==> src/rtl/toggle_edge_sampler_if.sv <==
// Bus bundle between the toggle edge sampler and its environment.
// The harness uses the master modport, and the sampler uses the slave modport.
interface toggle_edge_sampler_if #(
    parameter int WIDTH = 22
);
    localparam int CW = $clog2(2*WIDTH+1);

    logic [WIDTH-1:0]   sig;
    logic               en;
    logic               clear;
    logic [2*WIDTH-1:0] valid;
    logic [CW-1:0]      covered_count;
    logic               all_covered;

    modport master (
        output sig, en, clear,
        input  valid, covered_count, all_covered
    );

    modport slave (
        input  sig, en, clear,
        output valid, covered_count, all_covered
    );
endinterface

==> src/rtl/toggle_edge_sampler.sv <==
// Per-bit toggle detector feeding a toggle-coverage reporter, with sticky mask and point counter.
// Define TOGGLE_COVER_ONCE_EN to make each point pulse at most once until clear/reset.
module toggle_edge_lane (
    input  logic       clock,
    input  logic       reset,
    input  logic       sig,
    input  logic       qual,
    input  logic       clear,
    output logic [1:0] new_hit,
    output logic [1:0] pulse
);
    logic       prev_q;
    logic [1:0] mask_q;
    logic [1:0] hit;
    logic [1:0] base;

    // Bit 0 holds the rise and bit 1 holds the fall, which matches the reporter's interleave.
    always_comb begin
        hit     = {~sig & prev_q, sig & ~prev_q} & {2{qual}};
        base    = clear ? 2'b00 : mask_q;
        new_hit = hit & ~base;
    end

    // The sample register keeps tracking through reset, so the first cycle after release sees no edge.
    always_ff @(posedge clock) begin
        prev_q <= sig;
        if (reset) begin
            mask_q <= 2'b00;
            pulse  <= 2'b00;
        end else begin
            mask_q <= base | hit;
`ifdef TOGGLE_COVER_ONCE_EN
            pulse  <= new_hit;
`else
            pulse  <= hit;
`endif
        end
    end
endmodule

module toggle_edge_sampler #(
    parameter int WIDTH         = 22,
    parameter int SETTLE_CYCLES = 2
) (
    input logic                   clock,
    input logic                   reset,
    toggle_edge_sampler_if.slave  bus
);
    localparam int CW = $clog2(2*WIDTH+1);

    logic [7:0]              arm_cnt;
    logic                    armed;
    logic                    qual;
    logic [WIDTH-1:0][1:0]   new_hits;
    logic [WIDTH-1:0][1:0]   pulse;
    logic [2*WIDTH-1:0]      new_flat;
    logic [CW-1:0]           pop;
    logic [CW-1:0]           count_q;
    logic [CW-1:0]           count_next;
    logic                    all_q;

    assign armed    = (arm_cnt == 8'(SETTLE_CYCLES));
    assign qual     = armed & bus.en;
    assign new_flat = new_hits;

    genvar g;
    generate
        for (g = 0; g < WIDTH; g++) begin : g_lane
            toggle_edge_lane u_lane (
                .clock   (clock),
                .reset   (reset),
                .sig     (bus.sig[g]),
                .qual    (qual),
                .clear   (bus.clear),
                .new_hit (new_hits[g]),
                .pulse   (pulse[g])
            );
        end
    endgenerate

    // New points are disjoint from the mask, so the sum can never exceed 2*WIDTH.
    always_comb begin
        pop = '0;
        for (int i = 0; i < 2*WIDTH; i++) pop = pop + CW'(new_flat[i]);
        count_next = (bus.clear ? '0 : count_q) + pop;
    end

    always_ff @(posedge clock) begin
        if (reset) begin
            arm_cnt <= 8'd0;
            count_q <= '0;
            all_q   <= 1'b0;
        end else begin
            if (!armed) arm_cnt <= arm_cnt + 8'd1;
            count_q <= count_next;
            all_q   <= (count_next == CW'(2*WIDTH));
        end
    end

    assign bus.valid         = pulse;
    assign bus.covered_count = count_q;
    assign bus.all_covered   = all_q;
endmodule

==> src/flat_wrapper.sv <==
// flat-port wrapper written by rule: the top's interface ports become plain ports
module toggle_edge_sampler_flat 
#(
    parameter int WIDTH         = 22,
    parameter int SETTLE_CYCLES = 2
)
  (clock, reset, bus_sig, bus_en, bus_clear, bus_valid, bus_covered_count, bus_all_covered);
  toggle_edge_sampler_if #(.WIDTH(WIDTH)) bus_i ();
  input logic clock;
  input logic reset;
  input wire logic [$bits(bus_i.sig)-1:0] bus_sig;
  input wire logic [$bits(bus_i.en)-1:0] bus_en;
  input wire logic [$bits(bus_i.clear)-1:0] bus_clear;
  output wire logic [$bits(bus_i.valid)-1:0] bus_valid;
  output wire logic [$bits(bus_i.covered_count)-1:0] bus_covered_count;
  output wire logic [$bits(bus_i.all_covered)-1:0] bus_all_covered;
  assign bus_i.sig = bus_sig;
  assign bus_i.en = bus_en;
  assign bus_i.clear = bus_clear;
  assign bus_valid = bus_i.valid;
  assign bus_covered_count = bus_i.covered_count;
  assign bus_all_covered = bus_i.all_covered;
  toggle_edge_sampler #(.WIDTH(WIDTH), .SETTLE_CYCLES(SETTLE_CYCLES)) u_core (.clock(clock), .reset(reset), .bus(bus_i));
endmodule
==> config.mk <==
export PLATFORM = sky130hd
export DESIGN_NAME = toggle_edge_sampler_flat
export DESIGN_NICKNAME = d
export VERILOG_FILES = /design/src/rtl/toggle_edge_sampler_if.sv /design/src/rtl/toggle_edge_sampler.sv /design/src/flat_wrapper.sv
export SDC_FILE = /design/constraint.sdc
export NUM_CORES = 1
export LEC_CHECK = 0
export ABC_AREA = 1
export CAP_MARGIN = 20
export CORE_ASPECT_RATIO = 0.75
export CORE_UTILIZATION = 30
export DETAILED_ROUTE_END_ITERATION = 10
export PLACE_DENSITY = 0.6
export REMOVE_ABC_BUFFERS = 1
export SYNTH_ARGS = -nofsm -noshare
export SYNTH_HDL_FRONTEND = slang
export SYNTH_SLANG_ARGS = --single-unit
==> constraint.sdc <==
create_clock -name clock -period 7.2 [get_ports clock]
set_input_delay 1.44 -clock clock [delete_from_list [all_inputs] [get_ports clock]]
set_output_delay 1.44 -clock clock [all_outputs]
set_load 0.03 [all_outputs]
==> run_results.csv <==
group,metric,value,unit
layout,fillers,1818,
layout,design_area,7612,µm²
outcome,status,"finished, final reports clean",
die,num_rows,43,
synth,synth.avg_cell_area,8.509,µm²
min_path,hold_path_depth,2,
synth,synth_area,5761,µm²
pwr,power_leakage,3.699,nW
critical_path,start_kind,"primary input",
detailed_routing,ant_nets,0,
synth,syn_inst,677,
synth,synthTopCellsByArea,"dfxtp_1 43%, fa_1 13%, inv_1 9.5%",
global_routing,grt_remaining_overflow,0,
layout,multi_input_area,2546,µm²
placement,place_area,7046,µm²
clocking,cts_tree,"built",
synth,async_flop_share,0,%
critical_path,reg2regPathDepth,23,
detailed_routing,totalWireLength,13400,µm
synth,synthAdderAreaFrac,17.51,%
layout,seqCellArea,2502,µm²
synth,synth_xor_xnor_area_share,1.064,%
timing,slew_violations,0,
timing,fin_hold_ws,469.2,ps
critical_path,cp.arrival,7270,ps
layout,area_growth,32.15,%
timing,relSlewSlack,31.20,%
critical_path,worstSetupPathType,"primary input to flop",
global_routing,gr-usage-all-layers,14.73,%
critical_path,critPathMaxStageDelay,550,ps
synth,muxShareOfSynthArea,0,%
global_routing,grt_max_degree,60,
timing,clock_skew,21.40,ps
global_routing,grt_antenna_before_repair,0,
layout,n_antenna_cell,0,
pwr,powerDensity,257.6,nW/µm²
clocking,clk_pin_slew,60,ps
placement,post-dp-hpwl,9710,µm
clocking,clockBufferDepth,2,
synth,yosys.area.top_type,"dfxtp_1",
detailed_routing,wl_per_cell,12.86,µm
synth,yosysMostFrequentCell,"inv_1",
synth,synth_top_family_by_area,"simple AND/OR/NAND/NOR gates",
die,die_y,122.0,µm
global_routing,grt_pass1_wl,22350,µm
critical_path,crit_path_top_delay_cell,"fa_1",
critical_path,cp_common_cell,"fa_1",
critical_path,path_max_fanout,3,
synth,yosys_most_used_dff,"dfxtp_1",
clocking,ctsHtreeMaxLevel,4,
min_path,hold_class,"flop to flop",
critical_path,crit_cells,22,
critical_path,critical_path_buf_inv_count,5,
timing,finalHoldViolations,0,
clocking,insertion_delay,430,ps
layout,fin_cells,1042,
flow_run,cap_violations,0,
placement,place.gp.congestion,0.7712,
pwr,worst_ir_drop_vdd,153.6,µV
synth,post-synth-top-area-fraction,43.44,%
synth,synth-edff-count,0,
clocking,cts-root-buf,"clkbuf_16",
detailed_routing,drcViolationCount,0,
die,initial_core_util,30.86,%
synth,yosysUniqueCellTypes,23,
detailed_routing,vias,4567,
critical_path,rrSetupSlack,790,ps
critical_path,end_kind,"flop",
clocking,cts.sinks,125,
timing,tightestPinTransition,1030,ps
synth,ys_ff_latch,125,
placement,pre_cts_slack,-517.8,ps
critical_path,path_cells,"clkdlybuf4s50_1 > inv_1 > nor2_2 > nand3_1 > a21oi_2 > ha_1 > inv_1 > fa_1 > fa_1 > fa_1 > fa_1 > fa_1 > fa_1 > inv_1 > fa_1 > ha_2 > inv_1 > fa_2 > nand2_1 > nor2_1 > nand3_1 > nor2_1",
timing,worst_slack,289.9,ps
timing,min_period_over_period,95.97,%
clocking,cts_setup_buffers,0,
detailed_routing,drt_first_pass_iters,5,
timing,rsz0062_at_grt,"no",
placement,dp_cells,1010,
global_routing,grt_pass1_vias,4416,
critical_path,cpLargestDelayFamily,"adder cells",
layout,nNetsFinal,867,
layout,drive_above_1_share,11.57,%
synth,synth-compound-area-share,4.518,%
detailed_routing,avgViaCountPerCell,4.383,
critical_path,r2r-start,"u_core.arm_cnt[0]$_SDFFE_PP0P_",
synth,yosysSeqAreaShare,43.44,%
min_path,min_from,"u_core.g_lane[11].u_lane.mask_q[1]$_SDFF_PP0_",
timing,finalSetupViolCount,0,
synth,yosys-top-cells-count,"146 x inv_1, 125 x dfxtp_1, 75 x nand4_1",
critical_path,timing.rr.end,"u_core.bus.all_covered$_SDFF_PP0_",
placement,port_buffers,76,
detailed_routing,drtIter0Drc,202,
die,core_area,18670,µm²
timing,fin_crit,6910,ps
die,die_w,162.0,µm
clocking,cts_buffers,17,
critical_path,required,7560,ps
die,io_pins,77,
timing,fmax,0.1447,GHz
min_path,min_to,"u_core.g_lane[11].u_lane.mask_q[1]$_SDFF_PP0_",
synth,yosysWarnings,0,
die,die_area,19770,µm²
synth,yosys.area_share.simple,20.79,%
## power breakdown
part           total (mW)  switching (mW)  internal (mW)
clock               0.791           0.334          0.457
sequential          0.741          0.0175          0.723
combinational       0.428           0.256          0.172
## stage by stage
step | util [%] | power [mW] | setup TNS [ps]
2_1_floorplan | - | 1.017 | -1082
3_3_place_gp | 37.74 | 1.176 | -1155
3_5_place_dp | 37.74 | 1.185 | -1468
4_1_cts | 40.66 | 1.976 | 0
5_1_grt | 40.77 | 2.068 | 0
6_report | 40.77 | 1.961 | 0
## cells by family after synthesis
kind of cell	after synthesis
AOI/OAI and AO/OA	52
adders and majority gates	59
DFF	125
buffers and inverters	185
xor gates and xnor gates	7
and+or+nand+nor	249
## repair_timing
| action | in CTS | in global routing |
|---|---|---|
| setup endpoints to repair | 1 | 3 |
| resized for setup | 1 | 8 |
| hold buffers | 0 | 0 |
| pin swaps | 1 | 10 |
## how the worst max path moves through the flow
stage / startpoint / endpoint / slack (ps)
6_report: bus_sig[0] / u_core.bus.all_covered$_SDFF_PP0_ / 290
5_1_grt: bus_sig[0] / u_core.bus.all_covered$_SDFF_PP0_ / 20
4_1_cts: bus_sig[0] / u_core.bus.all_covered$_SDFF_PP0_ / 3
3_5_place_dp: bus_sig[0] / u_core.bus.all_covered$_SDFF_PP0_ / -520
3_3_place_gp: bus_sig[0] / u_core.bus.all_covered$_SDFF_PP0_ / -410
2_1_floorplan: bus_clear / u_core.bus.all_covered$_SDFF_PP0_ / -420
## layer usage
metal,wire [µm],vias to the layer above,GRT usage (%)
met3,716,11,3.882
met5,0,-,0
met1,7300,2075,22.24
met4,102,0,3.950
li1,-,2359,-
met2,5281,122,20.25
## final cells by class
cell class	instances	share of cell area (%)
tap	247	4.060
multi-input combinational	367	33.45
sequential	125	32.87
clock buffer	19	5.950
timing repair buffer	121	15.06
clock inverter	13	1.216
inverter	150	7.396
## sequential cells by signal (all words and copies together), names as in the netlist
name / flops
u_core.g_lane.u_lane.prev_q: 22
u_core.g_lane.u_lane.mask_q: 44
u_core.bus.covered_count: 6
u_core.bus.all_covered: 1
u_core.arm_cnt: 8
u_core.g_lane.u_lane.pulse: 44
## cell usage in the layout (no fill, tap or decap), types with 2 or more instances in the layout
| master | instances |
|---|---|
| inv_1 | 145 |
| ha_1 | 22 |
| a21oi_1 | 17 |
| fa_1 | 35 |
| buf_4 | 41 |
| clkinvlp_4 | 5 |
| xnor2_1 | 3 |
| nand4_1 | 75 |
| inv_6 | 2 |
| nand3_1 | 37 |
| clkbuf_16 | 17 |
| clkdlybuf4s50_1 | 74 |
| o21ai_1 | 2 |
| xor2_1 | 4 |
| buf_12 | 4 |
| nor3_1 | 2 |
| inv_2 | 5 |
| o21ai_0 | 30 |
| a21oi_2 | 2 |
| clkbuf_8 | 2 |
| nand2_1 | 69 |
| clkinv_4 | 2 |
| nor2_1 | 61 |
| clkinv_2 | 4 |
| dfxtp_1 | 125 |
## worst min-delay path: stages (launching register included)
cell     delay [ps]
dfxtp_1         290
nand2_1          70
o21ai_1          60
Note: power is estimated with default switching activity, not from simulation.
